<file path="config.mk">
export PLATFORM = sky130hd
export DESIGN_NAME = bcm_preimage_scan
export DESIGN_NICKNAME = d
export VERILOG_FILES = /design/src/rtl/bcm_preimage_scan.sv
export SDC_FILE = /design/constraint.sdc
export NUM_CORES = 1
export LEC_CHECK = 0
export CELL_PAD_IN_SITES_DETAIL_PLACEMENT = 1
export CELL_PAD_IN_SITES_GLOBAL_PLACEMENT = 2
export CORE_MARGIN = 2
export CORE_UTILIZATION = 31
export CTS_BUF_LIST = sky130_fd_sc_hd__clkbuf_2 sky130_fd_sc_hd__clkbuf_4 sky130_fd_sc_hd__clkbuf_8
export DETAILED_ROUTE_END_ITERATION = 6
export GPL_ROUTABILITY_DRIVEN = 0
export PLACE_DENSITY_LB_ADDON = 0.15
export REMOVE_ABC_BUFFERS = 1
export SYNTH_ARGS = -nofsm -noshare
export SYNTH_HDL_FRONTEND = slang
export SYNTH_SLANG_ARGS = --single-unit
</file>
<file path="constraint.sdc">
create_clock -name clk_i -period 2.05 [get_ports clk_i]
set_input_delay 0.3075 -clock clk_i [delete_from_list [all_inputs] [get_ports clk_i]]
set_output_delay 0.3075 -clock clk_i [all_outputs]
set_load 0.1 [all_outputs]
</file>
<file path="src/rtl/bcm_preimage_scan.sv">
// Sequential inverse of the fixed 3-to-2 bcm code table: walks inputs 0..7 in
// ascending order and hands out every input whose code matches the target.
module bcm_preimage_scan (
  input  logic       clk_i,
  input  logic       rst_i,
  input  logic       start_i,
  input  logic [1:0] code_i,
  output logic       busy_o,
  output logic       out_valid_o,
  output logic [2:0] out_data_o,
  input  logic       out_ready_i,
  output logic       done_o,
  output logic [2:0] count_o
);

  typedef enum logic [1:0] {
    S_IDLE = 2'd0,
    S_SCAN = 2'd1,
    S_HOLD = 2'd2,
    S_DONE = 2'd3
  } state_t;

  state_t      state_q;
  logic [2:0]  idx_q;
  logic [1:0]  code_q;
  logic        out_valid_q;
  logic [2:0]  out_data_q;
  logic [2:0]  count_q;
  logic        match_d;

  function automatic logic [1:0] bcm_code(input logic [2:0] x);
    logic [1:0] c;
    case (x)
      3'd0:    c = 2'b11;
      3'd1:    c = 2'b01;
      3'd2:    c = 2'b11;
      3'd3:    c = 2'b00;
      3'd4:    c = 2'b11;
      3'd5:    c = 2'b11;
      3'd6:    c = 2'b00;
      default: c = 2'b00;
    endcase
    return c;
  endfunction

  assign match_d = (bcm_code(idx_q) == code_q);

  always_ff @(posedge clk_i) begin
    if (rst_i) begin
      state_q     <= S_IDLE;
      idx_q       <= 3'd0;
      code_q      <= 2'd0;
      out_valid_q <= 1'b0;
      out_data_q  <= 3'd0;
      count_q     <= 3'd0;
    end else begin
      case (state_q)
        S_IDLE: begin
          if (start_i) begin
            code_q  <= code_i;
            idx_q   <= 3'd0;
            count_q <= 3'd0;
            state_q <= S_SCAN;
          end
        end
        S_SCAN: begin
          if (match_d) begin
            out_valid_q <= 1'b1;
            out_data_q  <= idx_q;
            state_q     <= S_HOLD;
          end else if (idx_q == 3'd7) begin
            state_q <= S_DONE;
          end else begin
            idx_q <= idx_q + 3'd1;
          end
        end
        S_HOLD: begin
          // idx stays put while holding so the scan resumes just past the match
          if (out_ready_i) begin
            out_valid_q <= 1'b0;
            count_q     <= count_q + 3'd1;
            if (idx_q == 3'd7) begin
              state_q <= S_DONE;
            end else begin
              idx_q   <= idx_q + 3'd1;
              state_q <= S_SCAN;
            end
          end
        end
        S_DONE: begin
          state_q <= S_IDLE;
        end
        default: begin
          state_q <= S_IDLE;
        end
      endcase
    end
  end

  assign busy_o      = (state_q != S_IDLE);
  assign done_o      = (state_q == S_DONE);
  assign out_valid_o = out_valid_q;
  assign out_data_o  = out_data_q;
  assign count_o     = count_q;

endmodule

</file>
==> impl_summary.log <==
[metrics] result of the run: completed
[metrics] hold-fix buffer count after cts: 0
[metrics] #FFs+latches synth: 14
[metrics] Least-Margin Pin Slew: 0.541 ns
[metrics] number of buffers created by CTS: 3
[metrics] area growth from synthesis to layout: 30.7%
[metrics] nets@finish: 129
[metrics] unrepaired setup endpoints after global routing: false
[metrics] wire length of the first global-routing pass: 3060 um
[metrics] setup slack after placement: 0.134 ns
[metrics] part of the power in the clock network: 0.163
[metrics] number of global-route vias before repair: 683
[metrics] series of cell instances along the critical path: inv_1 -> ha_1 -> inv_2 -> o22a_1 -> o211ai_2 -> or3b_1 -> a21oi_1
[metrics] violation count after the first detailed-routing iteration: 8
[metrics] final hold vios: 0
[metrics] sum of routed wire length over all layers: 1840 um
[metrics] met2 capacity usage during global routing: 0.218
[metrics] worst-path maximum fanout: 6
[metrics] length in cells of the worst reg-to-reg path: 7
[metrics] share of total power in sequential cells: 0.285
[metrics] die outline area: 3000 sq um
[metrics] Hold Path End: idx_q[1]
[metrics] Final WS setup: 0.164 ns
[metrics] Worst Setup End Kind: flip-flop
[metrics] power dissipated by switching net loads: 0.557 mW
[metrics] clock-pin slew on the worst setup and hold paths: 0.09 ns
[metrics] internal power of the cells: 0.687 mW
[metrics] share of Yosys cell area claimed by the top area cell type: 0.351
[metrics] family with the most delay on the worst path: compound AO/OA/AOI/OAI gates
[metrics] count of buffers inserted at the top-level ports: 14
[metrics] post-placement cell area: 1010 sq um
[metrics] stage delay of the slowest cell on the critical path: 0.40 ns
[metrics] y dimension of the die: 54.8 um
[metrics] data required time of the worst path: 2.25 ns
[metrics] GR Util All Layers: 0.144
[metrics] sum of net half-perimeters after detailed placement: 1450 um
[metrics] average cell area after synthesis: 8.69 sq um
[metrics] relative max-transition margin: 0.638
[metrics] crit path time final: 1.89 ns
[metrics] vias: 723
[metrics] DRC viols: 0
[metrics] GRT overflow: 0
[metrics] die extent in x: 54.8 um
[metrics] number of antenna-violating nets in the routed design: 0
[metrics] met1 track demand over resource in global routing: 0.194
[metrics] layer with the highest usage: met2
[metrics] type of the worst setup path: flip-flop to flip-flop
[metrics] post-DR vias/cell: 5.06
[metrics] final cycle utilization of the critical path: 0.920
[metrics] number of clock sinks: 14
[metrics] Initial Util: 0.326
[metrics] H-tree levels: 1
[metrics] area leader, netlist: sky130_fd_sc_hd__dfxtp_1
[metrics] Rows: 18
[metrics] Crit path buffers/inverters: 2
[metrics] first-pass iteration count of the detailed router: 4
[metrics] proportion of synthesized chip area in sequential cells: 0.351
[metrics] Peak VDD IR: 0.677 mV
[metrics] average routed wire per standard cell: 12.8 um
[metrics] number of maximum-capacitance violations: 0
[metrics] clock insertion delay at the later pin of the skew report: 0.28 ns
[metrics] Crit path arrival time: 2.09 ns
[metrics] maximum number of pins on one net before global-route repair: 15
[metrics] Synth Warn #: 0
[metrics] CTS Root Cell: sky130_fd_sc_hd__clkbuf_4
[metrics] setup fix buffers added after clock tree synthesis: 0
[metrics] Pwr per Cell Area: 1190 nW/um^2
[metrics] Placeable Area: 2450 sq um
[metrics] post-cts repair resize count: 0
[metrics] top area cells in the synthesized netlist: sky130_fd_sc_hd__dfxtp_1 (35%), sky130_fd_sc_hd__ha_1 (14%), sky130_fd_sc_hd__a21oi_1 (6.9%)
[metrics] Setup Skew: 0.000932 ns
[metrics] synthesized netlist cell count: 92
[metrics] Slowest-stage cell, CP: sky130_fd_sc_hd__dfxtp_1
[metrics] leakage: 0.425 nW
[metrics] Critical R2R Launch: state_q[0]
[metrics] switching part of the total: 0.448
[metrics] CTS tree: done
[metrics] Final setup violation count: 0
[metrics] Max Buffers Root-to-Sink: 2
[metrics] hold path cells: 2
[metrics] diode insertion count for antenna repair: 0
[metrics] Fillers: 300
[metrics] combinational share of power: 0.552
[metrics] antenna violations before repair: 0
[metrics] end of the worst register-to-register path: idx_q[1]
[metrics] final standard cell utilization of the core: 0.426
[metrics] ratio of cells with drive above 1 in the final layout: 0.230
[metrics] Final Instance Area: 1040 sq um
[metrics] beginning of the worst hold path: idx_q[1]
[metrics] nature of the critical path startpoint: flip-flop
[metrics] met3 capacity usage during global routing: 0.0328
[metrics] register-to-register setup slack: 0.16 ns
[metrics] number of distinct library cells after synthesis: 30
[metrics] final slew viol count: 0
[metrics] type of the worst min-delay path: flip-flop to flip-flop
[metrics] I/O pin total: 15
[metrics] cell area after technology mapping: 800 sq um
[metrics] highest attainable clock frequency: 0.530 GHz
## placed cells by master, fill, tap and decap left out, types with 2 or more instances in the layout
| master | count |
|---|---|
| sky130_fd_sc_hd__buf_4 | 11 |
| sky130_fd_sc_hd__nand3_1 | 3 |
| sky130_fd_sc_hd__dfxtp_2 | 2 |
| sky130_fd_sc_hd__nor3_1 | 2 |
| sky130_fd_sc_hd__o21ai_0 | 4 |
| sky130_fd_sc_hd__mux2i_1 | 4 |
| sky130_fd_sc_hd__clkdlybuf4s50_1 | 5 |
| sky130_fd_sc_hd__buf_12 | 2 |
| sky130_fd_sc_hd__inv_1 | 6 |
| sky130_fd_sc_hd__nand2_1 | 10 |
| sky130_fd_sc_hd__clkbuf_4 | 3 |
| sky130_fd_sc_hd__or3b_1 | 2 |
| sky130_fd_sc_hd__a21oi_1 | 11 |
| sky130_fd_sc_hd__dfxtp_1 | 12 |
| sky130_fd_sc_hd__ha_1 | 9 |
| sky130_fd_sc_hd__nor2_1 | 7 |
## flip-flops by register name (all words and copies together) (netlist names)
| register | cells |
|---|---|
| count_o | 3 |
| out_data_o | 3 |
| state_q | 2 |
| idx_q | 3 |
| code_q | 2 |
| out_valid_o | 1 |
## stage by stage
| step | hold WS (ns) | std cells | power [mW] | setup TNS [ns] |
|---|---|---|---|---|
| 2_1_floorplan | 0.377 | 91 | 0.817 | -0.689 |
| 3_3_place_gp | 0.458 | 139 | 1.04 | 0 |
| 3_5_place_dp | 0.487 | 139 | 1.04 | 0 |
| 4_1_cts | 0.509 | 143 | 1.26 | 0 |
| 5_1_grt | 0.530 | 143 | 1.34 | 0 |
| 6_report | 0.498 | 143 | 1.24 | 0 |
## how the worst max path moves through the flow
stage	slack [ns]	cells past startpoint	start	to
3_5_place_dp	0.13	7	idx_q[1]	idx_q[1]
6_report	0.16	7	state_q[0]	idx_q[1]
2_1_floorplan	-0.27	7	state_q[0]	idx_q[1]
5_1_grt	0.01	7	state_q[0]	idx_q[1]
4_1_cts	0.1	7	state_q[0]	idx_q[1]
3_3_place_gp	0.15	7	state_q[0]	idx_q[1]
## per-layer routing
layer | wire length, um | part of all wire
met2 | 853 | 0.46
met4 | 15 | 0.0082
met3 | 45 | 0.024
met1 | 923 | 0.50
met5 | 0 | 0
## Yosys cell counts (all sizes together)
master and n:
or4 1, nor3 2, o22a 1, ha 9, o21ai 4, xnor2 1, clkbuf 1, a21oi 11
and2b 1, o22ai 1, or3b 2, or2 1, a32oi 1, nand2 10, nand3b 1, dfxtp 14
mux2i 4, or3 1, inv 7, xor2 1, and3b 1, a31o 1, nand3 3, a311oi 1
nor2 8, a211oi 1, o211ai 2, a311o 1
## layout make-up
type / instances / area (sq um) / share of cell area
Inverter: 7 / 26.3 / 0.0251
Tap cell: 30 / 37.5 / 0.0359
Timing Repair Buffer: 18 / 173 / 0.165
Multi-Input combinational cell: 70 / 489 / 0.468
Sequential cell: 14 / 283 / 0.271
Clock buffer: 4 / 36.3 / 0.0347
## logic make-up after synthesis
family                   count (synthesis)  synth area share
AND/OR/NAND/NOR                         31             0.197
adder cells (fa/ha/maj)                  9             0.141
multiplexers                             4            0.0501
buffers and inverters                    8            0.0376
flip-flops                              14             0.351
AO/OA/AOI/OAI                           24             0.202
XOR/XNOR                                 2            0.0219
## worst reg2reg max path: cells and delay by family (launching register included)
kind | cells | cell delay, ns
compound gates | 3 | 0.45
flops | 1 | 0.40
simple gates | 1 | 0.39
fa+ha+maj | 1 | 0.31
buf+inv | 2 | 0.25
## power by group through the flow
stage | registers, mW | logic (mW) | clock network, mW
finish | 0.355 | 0.686 | 0.203
global route | 0.363 | 0.750 | 0.222
CTS | 0.354 | 0.689 | 0.215
detailed placement | 0.360 | 0.683 | 0
global placement | 0.355 | 0.686 | 0
floorplan | 0.386 | 0.432 | 0
No activity file was read; power rests on OpenSTA's default activity.
